File: config.mk
export PLATFORM = sky130hd
export DESIGN_NAME = mc_ctrl_fsm
export DESIGN_NICKNAME = d
export VERILOG_FILES = /design/src/rtl/mc_ctrl_fsm.sv
export SDC_FILE = /design/constraint.sdc
export NUM_CORES = 1
export LEC_CHECK = 0
export CELL_PAD_IN_SITES_DETAIL_PLACEMENT = 1
export CELL_PAD_IN_SITES_GLOBAL_PLACEMENT = 1
export CORE_UTILIZATION = 25
export DETAILED_ROUTE_END_ITERATION = 10
export PLACE_DENSITY_LB_ADDON = 0.05
export SYNTH_ARGS = -nofsm -noshare
export SYNTH_HDL_FRONTEND = slang
export SYNTH_SLANG_ARGS = --single-unit
File: constraint.sdc
create_clock -name clk -period 1.4 [get_ports clk]
set_clock_uncertainty 0.15 [all_clocks]
set_input_delay 0.14 -clock clk [delete_from_list [all_inputs] [get_ports clk]]
set_output_delay 0.14 -clock clk [all_outputs]
set_load 0.005 [all_outputs]
File: src/rtl/mc_ctrl_fsm.sv
// Multicycle control FSM for the 16-bit, 8-register CPU: sequences fetch,
// decode, execute, memory and writeback, and drives every datapath control line.
module mc_ctrl_fsm (
  input  logic       clk,
  input  logic       rst_n,
  input  logic [3:0] opcode,
  input  logic       zero,
  input  logic       mem_ack,
  output logic       mem_req,
  output logic       mem_we,
  output logic       iord,
  output logic       ir_write,
  output logic       pc_write,
  output logic       pc_write_cond,
  output logic [1:0] pc_src,
  output logic       reg_write,
  output logic [1:0] reg_dst_sel,
  output logic [1:0] mem_to_reg,
  output logic       alu_src_a,
  output logic [1:0] alu_src_b,
  output logic [1:0] alu_op,
  output logic       halted,
  output logic       illegal
);

  localparam logic [3:0] S_FETCH  = 4'd0;
  localparam logic [3:0] S_DECODE = 4'd1;
  localparam logic [3:0] S_EXEC_R = 4'd2;
  localparam logic [3:0] S_WB_R   = 4'd3;
  localparam logic [3:0] S_ADDR   = 4'd4;
  localparam logic [3:0] S_WB_I   = 4'd5;
  localparam logic [3:0] S_MEM_RD = 4'd6;
  localparam logic [3:0] S_WB_MEM = 4'd7;
  localparam logic [3:0] S_MEM_WR = 4'd8;
  localparam logic [3:0] S_BRANCH = 4'd9;
  localparam logic [3:0] S_JUMP   = 4'd10;
  localparam logic [3:0] S_JAL    = 4'd11;
  localparam logic [3:0] S_HALT   = 4'd12;

  localparam logic [3:0] OP_R    = 4'b0000;
  localparam logic [3:0] OP_ADDI = 4'b0001;
  localparam logic [3:0] OP_LW   = 4'b0010;
  localparam logic [3:0] OP_SW   = 4'b0011;
  localparam logic [3:0] OP_BEQ  = 4'b0100;
  localparam logic [3:0] OP_J    = 4'b0101;
  localparam logic [3:0] OP_JAL  = 4'b0110;
  localparam logic [3:0] OP_HALT = 4'b1111;

  logic [3:0] state_r;
  logic [3:0] next_state_s;

  // The branch decision itself is made in the datapath via pc_write_cond.
  logic unused_zero_s;
  assign unused_zero_s = zero;

  // State register with synchronous active-low reset.
  always_ff @(posedge clk) begin
    if (!rst_n) begin
      state_r <= S_FETCH;
    end else begin
      state_r <= next_state_s;
    end
  end

  // Next-state logic.
  always_comb begin
    next_state_s = S_FETCH;
    case (state_r)
      S_FETCH: begin
        if (mem_ack) next_state_s = S_DECODE;
        else         next_state_s = S_FETCH;
      end
      S_DECODE: begin
        case (opcode)
          OP_R:    next_state_s = S_EXEC_R;
          OP_ADDI: next_state_s = S_ADDR;
          OP_LW:   next_state_s = S_ADDR;
          OP_SW:   next_state_s = S_ADDR;
          OP_BEQ:  next_state_s = S_BRANCH;
          OP_J:    next_state_s = S_JUMP;
          OP_JAL:  next_state_s = S_JAL;
          OP_HALT: next_state_s = S_HALT;
          default: next_state_s = S_FETCH;
        endcase
      end
      S_EXEC_R: next_state_s = S_WB_R;
      S_ADDR: begin
        case (opcode)
          OP_ADDI: next_state_s = S_WB_I;
          OP_LW:   next_state_s = S_MEM_RD;
          OP_SW:   next_state_s = S_MEM_WR;
          default: next_state_s = S_FETCH;
        endcase
      end
      S_MEM_RD: begin
        if (mem_ack) next_state_s = S_WB_MEM;
        else         next_state_s = S_MEM_RD;
      end
      S_MEM_WR: begin
        if (mem_ack) next_state_s = S_FETCH;
        else         next_state_s = S_MEM_WR;
      end
      S_HALT:  next_state_s = S_HALT;
      default: next_state_s = S_FETCH;
    endcase
  end

  // Output decode; all lines are held low while reset is asserted.
  always_comb begin
    mem_req       = 1'b0;
    mem_we        = 1'b0;
    iord          = 1'b0;
    ir_write      = 1'b0;
    pc_write      = 1'b0;
    pc_write_cond = 1'b0;
    pc_src        = 2'b00;
    reg_write     = 1'b0;
    reg_dst_sel   = 2'b00;
    mem_to_reg    = 2'b00;
    alu_src_a     = 1'b0;
    alu_src_b     = 2'b00;
    alu_op        = 2'b00;
    halted        = 1'b0;
    illegal       = 1'b0;
    if (!rst_n) begin
      mem_req = 1'b0;
    end else begin
      case (state_r)
        S_FETCH: begin
          mem_req   = 1'b1;
          alu_src_b = 2'b01;
          if (mem_ack) begin
            ir_write = 1'b1;
            pc_write = 1'b1;
          end else begin
            ir_write = 1'b0;
          end
        end
        S_DECODE: begin
          alu_src_b = 2'b10;
          case (opcode)
            OP_R, OP_ADDI, OP_LW, OP_SW, OP_BEQ, OP_J, OP_JAL, OP_HALT: illegal = 1'b0;
            default: illegal = 1'b1;
          endcase
        end
        S_EXEC_R: begin
          alu_src_a = 1'b1;
          alu_op    = 2'b10;
        end
        S_WB_R: begin
          reg_write   = 1'b1;
          reg_dst_sel = 2'b01;
        end
        S_ADDR: begin
          alu_src_a = 1'b1;
          alu_src_b = 2'b10;
        end
        S_WB_I: reg_write = 1'b1;
        S_MEM_RD: begin
          mem_req = 1'b1;
          iord    = 1'b1;
        end
        S_WB_MEM: begin
          reg_write  = 1'b1;
          mem_to_reg = 2'b01;
        end
        S_MEM_WR: begin
          mem_req = 1'b1;
          mem_we  = 1'b1;
          iord    = 1'b1;
        end
        S_BRANCH: begin
          alu_src_a     = 1'b1;
          alu_op        = 2'b01;
          pc_write_cond = 1'b1;
          pc_src        = 2'b01;
        end
        S_JUMP: begin
          pc_write = 1'b1;
          pc_src   = 2'b10;
        end
        S_JAL: begin
          pc_write    = 1'b1;
          pc_src      = 2'b10;
          reg_write   = 1'b1;
          reg_dst_sel = 2'b10;
          mem_to_reg  = 2'b10;
        end
        S_HALT:  halted = 1'b1;
        default: halted = 1'b0;
      endcase
    end
  end

endmodule

* Word level (Yosys, flattened, before mapping)
Memory sizes are Yosys's and may differ from the RTL's. Index checks and enable logic that the tools add are counted.
Operators by class: bitwise operators 0, shift operators 0, multiplexer cells 36, $lt $le $gt $ge 0, add/sub/neg operators 0, div/mod/pow operators 0, multipliers 0, reductions and logical operators 7, eq/ne operators 15
Operators with widths (number):
- $pmux W4 S7 | 1
- $mux W1 | 22
- $eq A4 B4 Y1 const B | 5
- $pmux W2 S2 | 5
- $eq A4 B2 Y1 const B | 4
- $eq A4 B3 Y1 const B | 4
- $pmux W4 S3 | 1
- $mux W2 | 5
- $eq A4 B1 Y1 const B | 2
- $reduce_or A2 Y1 | 3
- $reduce_or A3 Y1 | 2
- $logic_not A4 Y1 | 1
- $mux W4 | 1
- $reduce_or A4 Y1 | 1
- $pmux W1 S2 | 1
Storage, ports and cells: input bits 8, latch bits 0, memories 2, flip-flop bits (word level) 4, ROM bits 80, bits in writable memories 0
Memories:
- (no name shown) | depth 16, bits a word 4, read ports 1, clocked after Yosys merged registers in 0, write ports 0, RTL line 74 | case (opcode)
- (no name shown) | depth 16, bits a word 1, read ports 1, clocked after Yosys merged registers in 0, write ports 0, RTL line 141 | case (opcode)

* Longest topological paths before layout
Gate-level depths: netlist of run 1.
word-level depth 4, mapped depth 6, gate-level depth less buffers 6

* Least setup slack after synthesis of run 1
No wires, ideal clock.
kind register -> output, from register state_r[1], to output port mem_req, buffers on the path 1, cell stages (with the launch flop) 6, required time 1.110 ns, data arrival time 1.201 ns, path slack -0.091 ns, path through dfxtp_1 buf_2 nand2_1 mux2_2 nor3_1 or2_1
On the way: longest elaborated chain between the ends 4, elaborated cells between the ends (all ways) 6, those cells by class eq/ne (2); mux (2); reduce/logical (2)
Ends and longest elaborated chain:
- start, declared | RTL line 49 | logic [3:0] state_r;
- start signal, assigned | RTL line 61 | state_r <= next_state_s;
- $eq A4 B4 Y1, or another cell as far along | RTL line 128 | case (state_r)
- $reduce_or A3 Y1 (no source line) (*)
- $mux W1 (*) | RTL line 128
- $mux W1 (*) | RTL line 125 | if (!rst_n) begin
- end, declared | RTL line 9 | output logic mem_req,
Mark *: on every way between the ends. The rest lies on a longest branch, timed or not.

* Worst setup path in the final report of run 1
from register state_r[1], to output port illegal
On the way: longest elaborated chain between the ends 3
Ends and longest elaborated chain:
- $eq A4 B1 Y1 | RTL line 128
- $mux W1 | RTL line 128
- $mux W1 | RTL line 125
- end, declared | RTL line 23 | output logic illegal
Every way passes these cells.

==> impl_metrics.tcl, run 1 <==
set metrics [dict create \
    violations "negative setup slack" \
    maxSlewViolCount 0 \
    num_rows 17 \
    gp_congestion 0.7385 \
    cts_tree "built" \
    status "finished, violations left" \
    r2r_cells 5 \
    fin_crit_sh 1.264 \
    synth_largest_area_cell "dfxtp_1" \
    hold_buffers 0 \
    slowest_delay_ns 0.35 \
    yosysUniqueCellTypes 35 \
    die_area_um2 2707 \
    cap_violations 0 \
    cts_max_path_buffers 2 \
    finalSetupViolCount 24 \
    syn_area_um2 625.6 \
    required_ns 1.11 \
    synth-warning-count 0 \
    synth-xor-area-share 0.04200 \
    r2r-start "state_r[0]" \
    port_buffers 26 \
    wl_per_cell_um 20.67 \
    grt_pass1_vias 981 \
    path_class "flip-flop to primary output" \
    crit_chain "buf_12, buf_6, nand2b_4, nor3_4, nand2_1, a21oi_1, buf_2" \
    p_clk_frac 0.229 \
    reg2reg_slack_ns -0.30 \
    clock_sinks 4 \
    coreArea_um2 2276 \
    powerDensity_nw_per_um2 424.2 \
    synth_nets 104 \
    synth_adder_area_share 0.1360 \
    grt_max_degree 10 \
    clkTransAtPathRegs_ns 0.04 \
    slew_headroom 0.6743 \
    fin_ws_ns -0.3692 \
    fillers 250 \
    critPathMaxFanout 4 \
    vdd_drop_max_uv 374.7 \
    yosysSeqAreaShare 0.1280 \
    reg_top3 "state_r (4)" \
    wl_um 3844 \
    synth_top_area_frac 0.1280 \
    switching_power_w 0.0002442 \
    ant_nets 0 \
    die_w_um 52.03 \
    synthMuxAreaShare 0.03400 \
    cp-start-kind "flip-flop" \
    endpoint "illegal" \
    syn2layout_area_growth_pct 149.6 \
    fin_util 0.6861 \
    pwr-share-seq 0.191 \
    fmax_mhz 565.2 \
    antenna_found_initial 0 \
    ios 28 \
    place_area_um2 1097 \
    cp-startpoint "state_r[1]" \
    drive_above_1_share 0.7089 \
    start_util 0.2749 \
    place_inst 165 \
    drt_first_pass_iters 4 \
    cts_made_buffers 3 \
    critPathSlowestCell "dfxtp_4" \
    syn_area_per_cell_um2 6.951 \
    comb_power_share 0.580 \
    worstMarginPinSlew_ns 0.4853 \
    vias 1005 \
    r2r-end "state_r[2]" \
    rsz0062_at_grt "yes" \
    synth-simple-area-share 0.3960 \
    die_h_um 52.03 \
    drt_iter0_drc 7 \
    largest_reg_flops 4 \
    synthCells 90 \
    synth_compound_area_frac 0.1520 \
    hold_violations 0 \
    min_period_ns 1.769 \
    holdWs_ns 0.3009 \
    p_int_w 0.0004181 \
    clock_latency_ns 0.24 \
    overflow 0 \
    critPathCaptureType "primary output" \
    yosys-top-cells-area "dfxtp_1, ha_1, nand2_1, nor2_1, nor3_1" \
    ys_seq_elements 4 \
    cp_data_arrival_time_ns 1.48 \
    p_sw_frac 0.3687 \
    grt_use_total 0.2401 \
    largest_register "state_r" \
    synth_top_family_by_area "simple AND/OR/NAND/NOR gates" \
    antenna_cells 0 \
    nNetsFinal 174 \
    p_leak_nw 0.7116 \
    grt_pass1_wl_um 4698 \
    cts_htree_levels 1 \
    drcViolationCount 0 \
    stdcell_area_um2 1562 \
    clock-root-buffer "clkbuf_4" \
    hpwl_um 1928 \
    vias_per_cell 5.403 \
    holdCritPathClass "input pin to flip-flop" \
    final_cell_count_no_fill 186 \
]
[repair_timing]
action,CTS,global route
cloned,0,1
setup endpoints to repair,24,24
pin swaps,19,21
setup buffers,8,14
gates resized for setup,139,34
[critical path: cells and delay by family, from the launching register on]
| kind | cells | cell delay, ns |
|---|---|---|
| simple gates | 3 | 0.38 |
| compound gates | 1 | 0.13 |
| buf+inv | 3 | 0.37 |
| flops | 1 | 0.35 |
[layer usage]
metal | part of all wire | global-route usage
met2 | 0.55 | 0.4423
met4 | 0.031 | 0.09910
met1 | 0.38 | 0.2661
met5 | 0 | 0
met3 | 0.036 | 0.04094
[kinds of logic (layout without fill, tap and decap cells)]
logic type | Yosys count | in the layout
XOR/XNOR | 3 | 3
multiplexers | 2 | 2
adder cells (fa/ha/maj) | 7 | 7
AND/OR/NAND/NOR | 47 | 47
buffers and inverters | 13 | 81
AO/OA/AOI/OAI | 14 | 14
flip-flops | 4 | 4
[cells in the mapped netlist (all sizes together)]
cell and instances:
nor4b 1, nand2 12, a2bb2oi 1, mux2i 1, or2b 1, or4 1
a22oi 1, and2 1, nand3b 1, a211oi 2, xnor2 1, a32oi 1
maj3 1, nor4 4, nor3 6, o21ai 3, xor2 2, nand3 4
dfxtp 4, inv 5, a31oi 1, mux2 1, and4 1, nand2b 2
buf 8, or2 3, a21oi 4, nor2 10, o31ai 1, ha 6
[power by group through the flow]
stage	clock network (W)	logic, W	registers [W]
CTS	0.000142	0.000286	0.000124
detailed placement	0	0.000234	0.000126
global route	0.000161	0.000404	0.000127
finish	0.000152	0.000384	0.000126
floorplan	0	0.000104	0.000124
global placement	0	0.000228	0.000126
[how the worst min path moves through the flow]
stage,slack [ns],from,depth (start not counted),endpoint
4_1_cts,0.44,state_r[3],2,state_r[0]
2_1_floorplan,0.20,rst_n,2,illegal
3_5_place_dp,0.51,state_r[3],2,state_r[0]
6_report,0.30,opcode[2],4,state_r[3]
5_1_grt,0.35,opcode[2],4,state_r[3]
3_3_place_gp,0.52,state_r[3],2,state_r[0]
[per-stage QoR]
step	total power [W]	TNS, ns	worst slack [ns]
3_5_place_dp	0.0003598	-11.20	-0.6078
4_1_cts	0.0005521	-4.593	-0.3651
5_1_grt	0.0006920	-7.003	-0.4361
6_report	0.0006624	-5.865	-0.3692
3_3_place_gp	0.0003536	-10.51	-0.5654
2_1_floorplan	0.0002284	-0.01490	-0.01411
[final cells by class]
type,count,area [µm²],share of cell area
inverter,5,26.28,0.01683
tap,28,35.03,0.02244
sequential,4,92.59,0.05929
timing repair buffer,73,648.1,0.4151
clock buffer,3,22.52,0.01442
multi-input combinational,73,737.0,0.4720
[cells in the final DEF (no fill, tap or decap), types with 2 or more instances in the layout]
cell,count
a21oi_1,2
inv_1,3
dfxtp_4,3
ha_1,6
clkdlybuf4s50_1,4
xor2_1,2
buf_4,24
a211oi_2,2
nor2_4,5
clkbuf_4,3
nor3_4,5
nor4_4,3
nand2b_4,2
nand3_1,3
nor2_2,2
or2_1,3
nor2_1,3
buf_12,2
buf_6,21
nand2_1,9
buf_2,18
a21oi_2,2
o21ai_1,2
Power figures use the tool's default switching activity.
==> run 2, diff against run 1 <==
--- a/config.mk
+++ b/config.mk
@@ -5,11 +5,13 @@
 export SDC_FILE = /design/constraint.sdc
 export NUM_CORES = 1
 export LEC_CHECK = 0
+export ABC_CLOCK_PERIOD_IN_PS = 1400
 export CELL_PAD_IN_SITES_DETAIL_PLACEMENT = 1
 export CELL_PAD_IN_SITES_GLOBAL_PLACEMENT = 1
 export CORE_UTILIZATION = 25
 export DETAILED_ROUTE_END_ITERATION = 10
 export PLACE_DENSITY_LB_ADDON = 0.05
+export SKIP_CTS_REPAIR_TIMING = 1
 export SYNTH_ARGS = -nofsm -noshare
 export SYNTH_HDL_FRONTEND = slang
 export SYNTH_SLANG_ARGS = --single-unit
==> run 2 against run 1 <==
Effect of this change:
- the flow still finishes with violations (negative setup slack)
- sequential share of layout area up 0.68 points
- total power down 13%
- non-clock buffer count down 7
- via count down 8.3%
- die area unchanged
- highest routed layer unchanged
==> impl_metrics.tcl, run 2 (same netlist as run 1, synthesis figures left out) <==
set metrics [dict create \
    status "finished, violations left" \
    violations "negative setup slack" \
    fillers 270 \
    min_from "rst_n" \
    stdcell_area_um2 1401 \
    gp_congestion 0.7385 \
    coreArea_um2 2276 \
    drt_first_pass_iters 4 \
    min_period_ns 1.785 \
    overflow 0 \
    largest_reg_flops 4 \
    cp-startpoint "state_r[2]" \
    die_w_um 52.03 \
    cts_htree_levels 1 \
    critPathMaxFanout 5 \
    wl_um 3227 \
    maxSlewViolCount 0 \
    die_h_um 52.03 \
    place_area_um2 1097 \
    holdCritPathClass "input pin to flip-flop" \
    finalSetupViolCount 24 \
    antenna_cells 0 \
    fin_crit_sh 1.275 \
    final_cell_count_no_fill 179 \
    required_ns 1.11 \
    start_util 0.2749 \
    cts_tree "built" \
    largest_register "state_r" \
    grt_pass1_wl_um 3884 \
    nNetsFinal 167 \
    rsz0062_at_grt "yes" \
    hpwl_um 1928 \
    reg2reg_slack_ns -0.27 \
    ios 28 \
    powerDensity_nw_per_um2 412.8 \
    cts_made_buffers 3 \
    grt_max_degree 11 \
    vias_per_cell 5.151 \
    fin_ws_ns -0.3848 \
    vias 922 \
    antenna_found_initial 0 \
    path_class "flip-flop to primary output" \
    grt_use_total 0.1952 \
    ant_nets 0 \
    cp-start-kind "flip-flop" \
    num_rows 17 \
    clock_sinks 4 \
    clock_latency_ns 0.23 \
    fmax_mhz 560.3 \
    syn2layout_area_growth_pct 124.0 \
    critPathCaptureType "primary output" \
    hold_violations 0 \
    r2r-start "state_r[1]" \
    die_area_um2 2707 \
    p_leak_nw 0.6785 \
    place_inst 165 \
    drcViolationCount 0 \
    worstMarginPinSlew_ns 0.4011 \
    drive_above_1_share 0.6159 \
    slew_headroom 0.7308 \
    grt_pass1_vias 869 \
    final_cell_mix "buf_4, buf_6, nand2_1" \
    drt_iter0_drc 11 \
    cp_data_arrival_time_ns 1.49 \
    clkTransAtPathRegs_ns 0.03 \
    clock-root-buffer "clkbuf_4" \
    cts_max_path_buffers 2 \
    cap_violations 0 \
    wl_per_cell_um 18.03 \
    final_common_cell "buf_4" \
    final-seq-area_um2 92.59 \
    reg_top3 "state_r (4)" \
    vdd_drop_max_uv 276.8 \
    multiInputGateArea_um2 676.9 \
    port_buffers 26 \
]
==> run 2: layout make-up <==
type | instances | area share
clock buffers | 3 | 0.01607
inverters | 5 | 0.01875
multi-input cells | 73 | 0.4830
flip-flops and latches | 4 | 0.06607
well taps | 28 | 0.02500
repair buffers | 66 | 0.3911
==> run 2: power by group <==
| group | switching, W | internal (W) |
|---|---|---|
| sequential | 0.0000108 | 0.000117 |
| clock | 0.0000430 | 0.0000956 |
| combinational | 0.000150 | 0.000162 |
==> run 2: per-layer routing <==
layer / vias to the layer above / track usage / share of wire
li1: 438 / - / -
met1: 464 / 0.2396 / 0.39
met2: 16 / 0.3483 / 0.58
met3: 4 / 0.02632 / 0.015
met4: 0 / 0.05405 / 0.013
met5: - / 0 / 0
==> run 2: through the flow <==
stage	total power, W	worst slack (ns)	setup TNS (ns)	utilization	hold slack (ns)
floorplan	0.0002284	-0.01411	-0.01490	-	0.2043
CTS	0.0005020	-0.7671	-13.15	0.4920	0.5176
finish	0.0005784	-0.3848	-5.155	0.6157	0.4120
detailed placement	0.0003598	-0.6078	-11.20	0.4821	0.5111
global route	0.0006067	-0.4691	-6.368	0.6157	0.4499
global placement	0.0003536	-0.5654	-10.51	0.4821	0.5243
==> run 2: path summary, 6_finish.rpt <==
path / endpoint / cells after the start
hold reg to reg: state_r[0] / 2
setup / recovery: pc_write / 6
setup reg to reg: state_r[3] / 5
hold / removal: state_r[1] / 4
==> run 2: critical path, cell delays in order (launching register included) <==
cell      delay, ns
dfxtp_2        0.32
buf_6          0.14
buf_6          0.12
nor4b_4        0.28
and2_1         0.20
or2_1          0.11
clkbuf_2       0.10
==> run 3, diff against run 2 <==
--- a/config.mk
+++ b/config.mk
@@ -6,6 +6,7 @@
 export NUM_CORES = 1
 export LEC_CHECK = 0
 export ABC_CLOCK_PERIOD_IN_PS = 1400
+export CAP_MARGIN = 15
 export CELL_PAD_IN_SITES_DETAIL_PLACEMENT = 1
 export CELL_PAD_IN_SITES_GLOBAL_PLACEMENT = 1
 export CORE_UTILIZATION = 25
==> results of run 3 <==
Final layout, timing and power as in run 2 (identical DEF).
